**src/rtl/step_ramp_controller_if.sv**
```systemverilog
// Host/divider-facing signal bundle for one step_ramp_controller axis.
// The master side loads moves and feeds divider steps; the slave side is the controller.
interface step_ramp_controller_if #(
    parameter int unsigned RATE_BITS = 32,
    parameter int unsigned STEP_BITS = 32
);
    logic                 start;
    logic                 stop;
    logic [STEP_BITS-1:0] step_count;
    logic [RATE_BITS-1:0] start_rate;
    logic [RATE_BITS-1:0] max_rate;
    logic [RATE_BITS-1:0] accel;
    logic                 step_in;
    logic [RATE_BITS-1:0] rate;
    logic                 busy;
    logic                 done;
    logic [STEP_BITS-1:0] steps_done;

    modport master (
        output start, stop, step_count, start_rate, max_rate, accel, step_in,
        input  rate, busy, done, steps_done
    );

    modport slave (
        input  start, stop, step_count, start_rate, max_rate, accel, step_in,
        output rate, busy, done, steps_done
    );
endinterface

```
**src/rtl/step_ramp_controller.sv**
```systemverilog
// Trapezoidal rate sequencer for one stepper axis: ramps the divider rate word up to cruise,
// holds, ramps back down to the start rate, and counts the step pulses the divider returns.
module step_ramp_controller #(
    parameter int unsigned RATE_BITS = 32,
    parameter int unsigned STEP_BITS = 32,
    parameter int unsigned TICK_DIV  = 1000
) (
    input logic                   clk,
    input logic                   reset,
    step_ramp_controller_if.slave bus
);
    localparam int unsigned TickBits = (TICK_DIV > 1) ? $clog2(TICK_DIV) : 1;

    typedef enum logic [2:0] {StIdle, StAccel, StCruise, StDecel, StFinish} state_e;

    state_e               state_q, state_d;
    logic [RATE_BITS-1:0] rate_q, rate_d;
    logic [RATE_BITS-1:0] start_rate_q, cruise_q, accel_q;
    logic [STEP_BITS-1:0] step_count_q;
    logic [STEP_BITS-1:0] steps_done_q, steps_done_d;
    logic [STEP_BITS-1:0] ramp_steps_q, ramp_steps_d;
    logic [TickBits-1:0]  tick_cnt_q, tick_cnt_d;
    logic                 busy_q, busy_d, done_q, done_d, stop_req_q, stop_req_d;
    logic                 step_q, step_prev_q;
    logic                 moving, tick, step_evt, latch;
    logic [RATE_BITS:0]   rate_sum;
    logic [STEP_BITS:0]   twice_steps;
    logic [STEP_BITS-1:0] remaining;

    assign moving   = (state_q == StAccel) || (state_q == StCruise) || (state_q == StDecel);
    assign latch    = (state_q == StIdle) && bus.start;
    assign tick     = moving && (tick_cnt_q == TickBits'(TICK_DIV - 1));
    assign step_evt = step_q && !step_prev_q;

    always_comb begin
        tick_cnt_d = tick_cnt_q;
        if (latch) begin
            tick_cnt_d = '0;
        end else if (moving) begin
            tick_cnt_d = tick ? '0 : tick_cnt_q + TickBits'(1);
        end
    end

    always_comb begin
        state_d      = state_q;
        rate_d       = rate_q;
        steps_done_d = steps_done_q;
        ramp_steps_d = ramp_steps_q;
        busy_d       = busy_q;
        done_d       = 1'b0;
        stop_req_d   = stop_req_q;
        rate_sum     = {1'b0, rate_q} + {1'b0, accel_q};

        if (moving) begin
            if (bus.stop) stop_req_d = 1'b1;
            if (step_evt && (steps_done_q != step_count_q)) begin
                steps_done_d = steps_done_q + STEP_BITS'(1);
            end
        end
        // Phase decisions look at the count including this cycle's step.
        twice_steps = {steps_done_d, 1'b0};
        remaining   = step_count_q - steps_done_d;

        unique case (state_q)
            StIdle: begin
                if (bus.start) begin
                    busy_d       = 1'b1;
                    steps_done_d = '0;
                    ramp_steps_d = '0;
                    if (bus.step_count == '0) begin
                        state_d = StFinish;
                    end else begin
                        rate_d  = bus.start_rate;
                        state_d = StAccel;
                    end
                end
            end
            StAccel: begin
                if (step_evt) ramp_steps_d = ramp_steps_q + STEP_BITS'(1);
                if (tick) begin
                    rate_d = (rate_sum > {1'b0, cruise_q}) ? cruise_q : rate_sum[RATE_BITS-1:0];
                end
                if ((twice_steps >= {1'b0, step_count_q}) || stop_req_d) begin
                    state_d = StDecel;
                end else if (rate_d == cruise_q) begin
                    state_d = StCruise;
                end
            end
            StCruise: begin
                if ((remaining <= ramp_steps_q) || stop_req_d) state_d = StDecel;
            end
            StDecel: begin
                if (tick) begin
                    rate_d = ((rate_q - start_rate_q) > accel_q) ? rate_q - accel_q : start_rate_q;
                end
                if ((steps_done_d == step_count_q) || (stop_req_d && (rate_d == start_rate_q))) begin
                    state_d = StFinish;
                end
            end
            StFinish: begin
                rate_d     = '0;
                done_d     = 1'b1;
                busy_d     = 1'b0;
                stop_req_d = 1'b0;
                state_d    = StIdle;
            end
            default: state_d = StIdle;
        endcase
    end

    always_ff @(posedge clk or posedge reset) begin
        if (reset) begin
            state_q      <= StIdle;
            rate_q       <= '0;
            steps_done_q <= '0;
            ramp_steps_q <= '0;
            tick_cnt_q   <= '0;
            busy_q       <= 1'b0;
            done_q       <= 1'b0;
            stop_req_q   <= 1'b0;
            step_q       <= 1'b0;
            step_prev_q  <= 1'b0;
        end else begin
            state_q      <= state_d;
            rate_q       <= rate_d;
            steps_done_q <= steps_done_d;
            ramp_steps_q <= ramp_steps_d;
            tick_cnt_q   <= tick_cnt_d;
            busy_q       <= busy_d;
            done_q       <= done_d;
            stop_req_q   <= stop_req_d;
            step_q       <= bus.step_in;
            step_prev_q  <= step_q;
        end
    end

    // Move parameters are frozen for the whole move.
    always_ff @(posedge clk or posedge reset) begin
        if (reset) begin
            step_count_q <= '0;
            start_rate_q <= '0;
            cruise_q     <= '0;
            accel_q      <= '0;
        end else if (latch) begin
            step_count_q <= bus.step_count;
            start_rate_q <= bus.start_rate;
            cruise_q     <= (bus.max_rate > bus.start_rate) ? bus.max_rate : bus.start_rate;
            accel_q      <= bus.accel;
        end
    end

    assign bus.rate       = rate_q;
    assign bus.busy       = busy_q;
    assign bus.done       = done_q;
    assign bus.steps_done = steps_done_q;
endmodule

```
**src/flat_wrapper.sv**
```systemverilog
// flat-port wrapper written by rule: the top's interface ports become plain ports
module step_ramp_controller_flat 
#(
    parameter int unsigned RATE_BITS = 32,
    parameter int unsigned STEP_BITS = 32,
    parameter int unsigned TICK_DIV  = 1000
)
  (clk, reset, bus_start, bus_stop, bus_step_count, bus_start_rate, bus_max_rate, bus_accel, bus_step_in, bus_rate, bus_busy, bus_done, bus_steps_done);
  step_ramp_controller_if #(.RATE_BITS(RATE_BITS), .STEP_BITS(STEP_BITS)) bus_i ();
  input logic clk;
  input logic reset;
  input wire logic [$bits(bus_i.start)-1:0] bus_start;
  input wire logic [$bits(bus_i.stop)-1:0] bus_stop;
  input wire logic [$bits(bus_i.step_count)-1:0] bus_step_count;
  input wire logic [$bits(bus_i.start_rate)-1:0] bus_start_rate;
  input wire logic [$bits(bus_i.max_rate)-1:0] bus_max_rate;
  input wire logic [$bits(bus_i.accel)-1:0] bus_accel;
  input wire logic [$bits(bus_i.step_in)-1:0] bus_step_in;
  output wire logic [$bits(bus_i.rate)-1:0] bus_rate;
  output wire logic [$bits(bus_i.busy)-1:0] bus_busy;
  output wire logic [$bits(bus_i.done)-1:0] bus_done;
  output wire logic [$bits(bus_i.steps_done)-1:0] bus_steps_done;
  assign bus_i.start = bus_start;
  assign bus_i.stop = bus_stop;
  assign bus_i.step_count = bus_step_count;
  assign bus_i.start_rate = bus_start_rate;
  assign bus_i.max_rate = bus_max_rate;
  assign bus_i.accel = bus_accel;
  assign bus_i.step_in = bus_step_in;
  assign bus_rate = bus_i.rate;
  assign bus_busy = bus_i.busy;
  assign bus_done = bus_i.done;
  assign bus_steps_done = bus_i.steps_done;
  step_ramp_controller #(.RATE_BITS(RATE_BITS), .STEP_BITS(STEP_BITS), .TICK_DIV(TICK_DIV)) u_core (.clk(clk), .reset(reset), .bus(bus_i));
endmodule
```
**config.mk**
```make
export PLATFORM = sky130hd
export DESIGN_NAME = step_ramp_controller_flat
export DESIGN_NICKNAME = d
export VERILOG_FILES = /design/src/rtl/step_ramp_controller_if.sv /design/src/rtl/step_ramp_controller.sv /design/src/flat_wrapper.sv
export SDC_FILE = /design/constraint.sdc
export NUM_CORES = 1
export LEC_CHECK = 0
export BUFFER_PORTS_ARGS = -buffer_cell sky130_fd_sc_hd__buf_2
export CORE_MARGIN = 2
export CORE_UTILIZATION = 35
export DETAILED_ROUTE_END_ITERATION = 10
export GPL_TIMING_DRIVEN = 0
export PLACE_DENSITY = 0.51
export SLEW_MARGIN = 20
export SYNTH_ARGS = -nofsm -noshare
export SYNTH_HDL_FRONTEND = slang
export SYNTH_SLANG_ARGS = --single-unit
export TNS_END_PERCENT = 5
```
**constraint.sdc**
```tcl
create_clock -name clk -period 8.81 [get_ports clk]
set_input_delay 0 -clock clk [delete_from_list [all_inputs] [get_ports clk]]
set_output_delay 0 -clock clk [all_outputs]
set_load 0.1 [all_outputs]
```
* After elaboration in Yosys (flattened, before gate mapping)
Cells that the tools add are included.
** Cells by class
- Equal/unequal tests :: 15
- $add $sub $neg :: 7
- Bitwise operators :: 0
- Mux-type cells :: 33
- Reductions and logical operators :: 21
- $mul :: 0
- Div/mod/pow operators :: 0
- Shifts and indexed selects :: 0
- $lt $le $gt $ge :: 5
** Operators by type and width (count)
- 32-bit 2-to-1 mux :: 15
- 32-bit case mux with 4 select lines :: 1
- 32-bit equality test :: 3
- 32-bit subtractor :: 3
- 32-bit by 1-bit adder with 32-bit output (second input constant) :: 2
- 32-bit greater-than comparator :: 2
- 32-bit case mux with 2 select lines :: 1
- 32-bit by 32-bit adder with 33-bit output :: 1
- 33-bit by 32-bit >= comparator with 1-bit output :: 1
- 33-bit by 32-bit greater-than comparator with 1-bit output :: 1
- 32-bit <= comparator :: 1
- 32-bit zero test :: 1
- 32-bit != test :: 1
- 10-bit 2-to-1 mux :: 3
- 3-bit 2-to-1 mux :: 6
- 3-bit case mux with 4 select lines :: 1
- 10-bit by 1-bit adder with 10-bit output (second input constant) :: 1
- 10-bit equality test (second input constant) :: 1
- 2-bit != test (second input constant) :: 4
- 3-bit by 2-bit equality test with 1-bit output (second input constant) :: 2
- 3-bit AND reduction :: 2
- 2-bit nonzero test :: 3
- 1-bit logical AND :: 5
- 1-bit logical OR :: 5
- other kinds (11) :: 15
** Storage, ports and cells
- Input bits :: 133
- Bits in registers :: 242
- Bits in writable memories :: 0
- Memories :: 0
- Latch bits :: 0
- Logic and storage cells :: 95
- Memory bits (read-only) :: 0

* Depth between registers and ports, before layout
- Depth in word-level cells :: 11
- Mapped depth :: 35
- Depth with buffers taken out :: 34

* Worst setup path before layout
OpenSTA, ideal clock, no wires.
- Path type :: reg-to-reg
- Start :: register u_core.steps_done_q[1], in the netlist u_core.bus.steps_done[1]
- End :: register u_core.state_q[0]
- Buffers on the path :: 0
- Data required time :: 8692 ps
- Data arrival time :: 7049 ps
- Slack :: 1643 ps
- Stages on the path, launching flop included :: 34
- Path through :: dfrtp_1 -> xor2_1 -> nor4_1 -> nand4_1 -> o21ai_0 -> nor3_1 -> nand2_1 -> inv_1 -> nand3_1 -> xor2_1 -> ha_1 -> nor2b_1 -> o21ai_0 -> nor2b_1 -> o21bai_1 -> a21oi_1 -> o21ai_0 -> and4b_1 -> o31ai_2 -> a31oi_1 -> o21ai_2 -> nor4bb_1 -> or4_1 -> ha_1 -> nand4_1 -> or2_2 -> nor3_1 -> nand2_1 -> nand4_1 -> o21ai_0 -> a21oi_1 -> a31oi_1 -> a41o_1 -> a21o_1
** On the way
- Cells in the longest elaborated chain, start to end :: 9
- Elaborated cells between the ends (all ways) :: 18
- Those cells by class :: add/sub: 2; order compare: 2; eq/ne: 5; mux: 4; reduce/logical: 5
** Ends and longest elaborated chain
- start, declared :: RTL line step_ramp_controller.sv:20 : logic [STEP_BITS-1:0] steps_done_q, steps_done_d;
- start signal, assigned :: RTL line step_ramp_controller.sv:126 : steps_done_q <= steps_done_d;
- branches (longest 3 deep; another with 32-bit by 1-bit adder with 32-bit output)
- 32-bit 2-to-1 mux * :: RTL line step_ramp_controller.sv:54 : if (moving) begin
- 32-bit subtractor :: RTL line step_ramp_controller.sv:62 : remaining = step_count_q - steps_done_d;
- 32-bit <= comparator :: RTL line step_ramp_controller.sv:90 : if ((remaining <= ramp_steps_q) || stop_req_d) state_d = StDecel;
- 1-bit logical OR :: RTL line step_ramp_controller.sv:90
- 2-bit != test (no source line)
- 4-bit AND reduction (no source line)
- end signal, assigned :: RTL line step_ramp_controller.sv:113 : state_q <= StIdle;
- end signal, assigned :: RTL line step_ramp_controller.sv:124 : state_q <= state_d;
- end, declared :: RTL line step_ramp_controller.sv:16 : state_e state_q, state_d;
Mark *: on every way between the ends.
A chain may end at the register's enable or synchronous reset.

* Final worst setup path
- Start :: register u_core.rate_q[0], in the netlist u_core.bus.rate[0]
- End :: register u_core.rate_q[2], in the netlist u_core.bus.rate[2]
** On the way
- Cells in the longest elaborated chain, start to end :: 6
- Elaborated cells between the ends (all ways) :: 12
- Those cells by class :: add/sub: 3; order compare: 2; mux: 7
** Ends and longest elaborated chain
- start, declared :: RTL line step_ramp_controller.sv:17 : logic [RATE_BITS-1:0] rate_q, rate_d;
- start signal, assigned :: RTL line step_ramp_controller.sv:125 : rate_q <= rate_d;
- 32-bit by 32-bit adder with 33-bit output / 32-bit subtractor (equally long branches) :: RTL line step_ramp_controller.sv:52, step_ramp_controller.sv:94
- 33-bit by 32-bit greater-than comparator with 1-bit output / 32-bit greater-than comparator (equally long branches) :: RTL line step_ramp_controller.sv:81, step_ramp_controller.sv:94
- 32-bit 2-to-1 mux, on equally long branches :: RTL line step_ramp_controller.sv:81, step_ramp_controller.sv:94
- 32-bit 2-to-1 mux, on equally long branches :: RTL line step_ramp_controller.sv:80, step_ramp_controller.sv:93
- 32-bit 2-to-1 mux :: RTL line step_ramp_controller.sv:64 : unique case (state_q)
- 32-bit case mux with 4 select lines * :: RTL line step_ramp_controller.sv:64
Mark *: on every way between the ends. The rest lies on a longest branch, timed or not. The select of a mux whose other input is x is not followed.

==> flow_metrics.py <==
metrics = {
    "finish": {
        "layout.nets": 3979,
        "fillers": 7396,
        "multi_input_area_sq_mm": 0.01749,
        "drive_gt1_frac": 0.09989,
        "syn_to_final_growth_pct": 19.51,
        "seq_area_sq_mm": 0.006056,
    },
    "detailed_routing": {
        "drc": 0,
        "num_vias": 25303,
        "ant_nets": 0,
        "avgRoutedWirePerCell_microns": 23.88,
        "routed_wl_mm": 108.3,
        "drt-initial-drc-count": 2223,
        "wl_met3_mm": 6.994,
        "highest_layer": "met5",
        "routed_via_density": 5.578,
        "dr_wl_met2_mm": 50.13,
        "met1_length_mm": 46.45,
        "drt_first_pass_iters": 5,
    },
    "clock_network": {
        "cts_tree": "yes",
        "post_cts.repair.setup_buffers": 0,
        "clkSlewWorstSetupHoldPaths_ns": 0.06,
        "cts_root_buffer": "clkbuf_16",
        "clockBufferDepth": 3,
        "insertion_delay_ns": 0.59,
        "cts_made_buffers": 36,
        "cts_htree_levels": 2,
        "cts_sinks": 242,
    },
    "floorplan": {
        "start_util": 0.3532,
        "dieArea_sq_mm": 0.07431,
        "die_w_microns": 272.6,
        "num_rows": 98,
        "die_y_microns": 272.6,
        "core-area_sq_mm": 0.07149,
        "io_pins": 199,
    },
    "worst_setup_path": {
        "cp-end-kind": "flop",
        "crit_slowest_cell": "buf_1",
        "required_ns": 9.28,
        "rrSetupSlack_ns": 0.38,
        "crit_fanout": 10,
        "path_buf_inv": 4,
        "start_kind": "flop",
        "crit_family": "compound AO/OA/AOI/OAI gates",
        "arrival_ns": 8.91,
        "cpPeakStageDelay_ns": 0.55,
        "path_class": "reg2reg",
        "cpMostUsedCell": "a21oi_1",
    },
    "min_path": {
        "hold_class": "in2reg",
    },
    "synth": {
        "netlist_instances": 3180,
        "yosysMostFrequentCell": "nand2_1",
        "ys_async_sr_fraction": 1.000,
        "ys_seq_elements": 242,
        "postSynthAreaPerCell_sq_um": 7.940,
        "synth_edf_count": 0,
        "synth_common_cells": "nand2_1 (294), inv_1 (286), ha_1 (284)",
        "yosysTopAreaCell": "dfrtp_1",
        "ys_types": 110,
        "syn_nets": 3600,
        "yosys_warnings": 0,
        "yosys_most_used_dff": "dfrtp_1",
        "synth_top_area_frac": 0.2398,
        "synth_area_sq_mm": 0.02525,
        "synthTopCellsByArea": "dfrtp_1 (24%), ha_1 (14%), xnor2_1 (5.6%)",
        "synth-seq-area-share": 0.2398,
    },
    "grt": {
        "antenna_found_initial": 5,
        "grt-ovfl-total": 0,
        "grt_first_pass_wirelength_mm": 159.9,
        "grt_max_degree": 95,
        "grtUsageTotal": 0.2867,
        "grt_pass1_vias": 24836,
    },
    "sta": {
        "slew_headroom": 0.2424,
        "rsz0062_at_grt": "false",
        "post-route-min-period_ns": 8.433,
        "clock_skew_ns": 0.02294,
        "hold_viol": 0,
        "worst_pin_slew_ns": 1.129,
        "fmax_ghz": 0.1186,
        "setup_viol": 0,
        "slew_viol_final": 0,
        "setup_ws_ns": 0.3770,
        "fin_crit_sh": 0.9572,
    },
    "run": {
        "drv_cap": 0,
    },
    "placement": {
        "dp_slack_ns": -0.06846,
        "dp_hpwl_mm": 87.45,
        "gp_congestion": 0.9721,
        "portBuffers": 198,
    },
    "status": {
        "status": "finished clean",
    },
}
## state kept, by name (all words and copies together) (netlist names)
| register | cells |
|---|---|
| u_core.stop_req_q | 1 |
| u_core.step_prev_q | 1 |
| u_core.start_rate_q | 32 |
| u_core.accel_q | 32 |
| u_core.step_q | 1 |
| u_core.tick_cnt_q | 10 |
| u_core.bus.steps_done | 32 |
| u_core.cruise_q | 32 |
| u_core.step_count_q | 32 |
| u_core.bus.rate | 32 |
| u_core.bus.busy | 1 |
| u_core.bus.done | 1 |
| u_core.state_q | 3 |
| u_core.ramp_steps_q | 32 |
## metrics by stage
stage	instances	instance area [sq um]	TNS [ns]	hold WS [ns]	util
after floorplan	3180	25250	0	0.03143	-
after global placement	4328	27430	-391.06	0.1119	0.3837
after detailed placement	4330	27500	-0.1306	0.06139	0.3847
after CTS	4534	30150	0	0.03585	0.4218
after global routing	4536	30180	0	0.06539	0.4221
final	4536	30180	0	0.05943	0.4221
## final cells by class
cell class	instances	share of cell area
timing repair buffer	341	0.08144
antenna	2	0.0001659
clock inverter	12	0.006220
buffer	129	0.02152
multi-input combinational	2520	0.5796
clock buffer	51	0.03475
inverter	289	0.03620
sequential	242	0.2007
tap	950	0.03939
## cells in the final DEF, fill, tap and decap left out, drive strengths merged, types with 77 or more instances in the layout
master | Yosys | routed
a21o | 82 | 82
a21oi | 230 | 230
buf | 33 | 232
clkbuf | 96 | 148
dfrtp | 242 | 242
dlygate4sd3 | 0 | 141
ha | 284 | 284
inv | 289 | 289
nand2 | 295 | 295
nand4 | 77 | 77
nor2 | 250 | 250
o21ai | 276 | 276
xnor2 | 161 | 161
xor2 | 134 | 134
## worst paths after layout
check,start,endpoint,cells past startpoint
max,u_core.bus.rate[0],u_core.bus.rate[2],29
min,bus_start,u_core.ramp_steps_q[0],4
max reg2reg,u_core.bus.rate[0],u_core.bus.rate[2],29
min reg2reg,u_core.step_q,u_core.step_prev_q,0
max in group asynchronous,reset,u_core.accel_q[15],6
min in group asynchronous,reset,u_core.step_count_q[0],4
## cells by family after synthesis
kind of cell | share of synthesized area
simple gates | 0.1847
compound gates | 0.2237
buf+inv | 0.06853
xor+xnor | 0.1121
fa+ha+maj | 0.1439
flops | 0.2398
mux | 0.02720
## worst reg2reg max path, delay by kind of cell, from the launching register on
kind	cells	cell delay, ns
simple gates	5	1.31
xor+xnor	1	0.07
buf+inv	4	1.26
flops	1	0.50
fa+ha+maj	3	0.85
compound gates	16	4.33
## routing by layer
metal / vias up / global-route usage
met2: 966 / 0.4783
met1: 12027 / 0.3716
li1: 12087 / -
met3: 219 / 0.03849
met5: - / 0
met4: 4 / 0.1212
## what timing repair did
action                                  4_1_cts  5_1_grt
gates resized for setup                       1        5
hold endpoints to repair                    305        0
hold buffers                                141        0
endpoints found under the setup margin        4       21
Power is not shown: default switching activity piles up to over one toggle a cycle in this logic, so the estimate is an artifact.
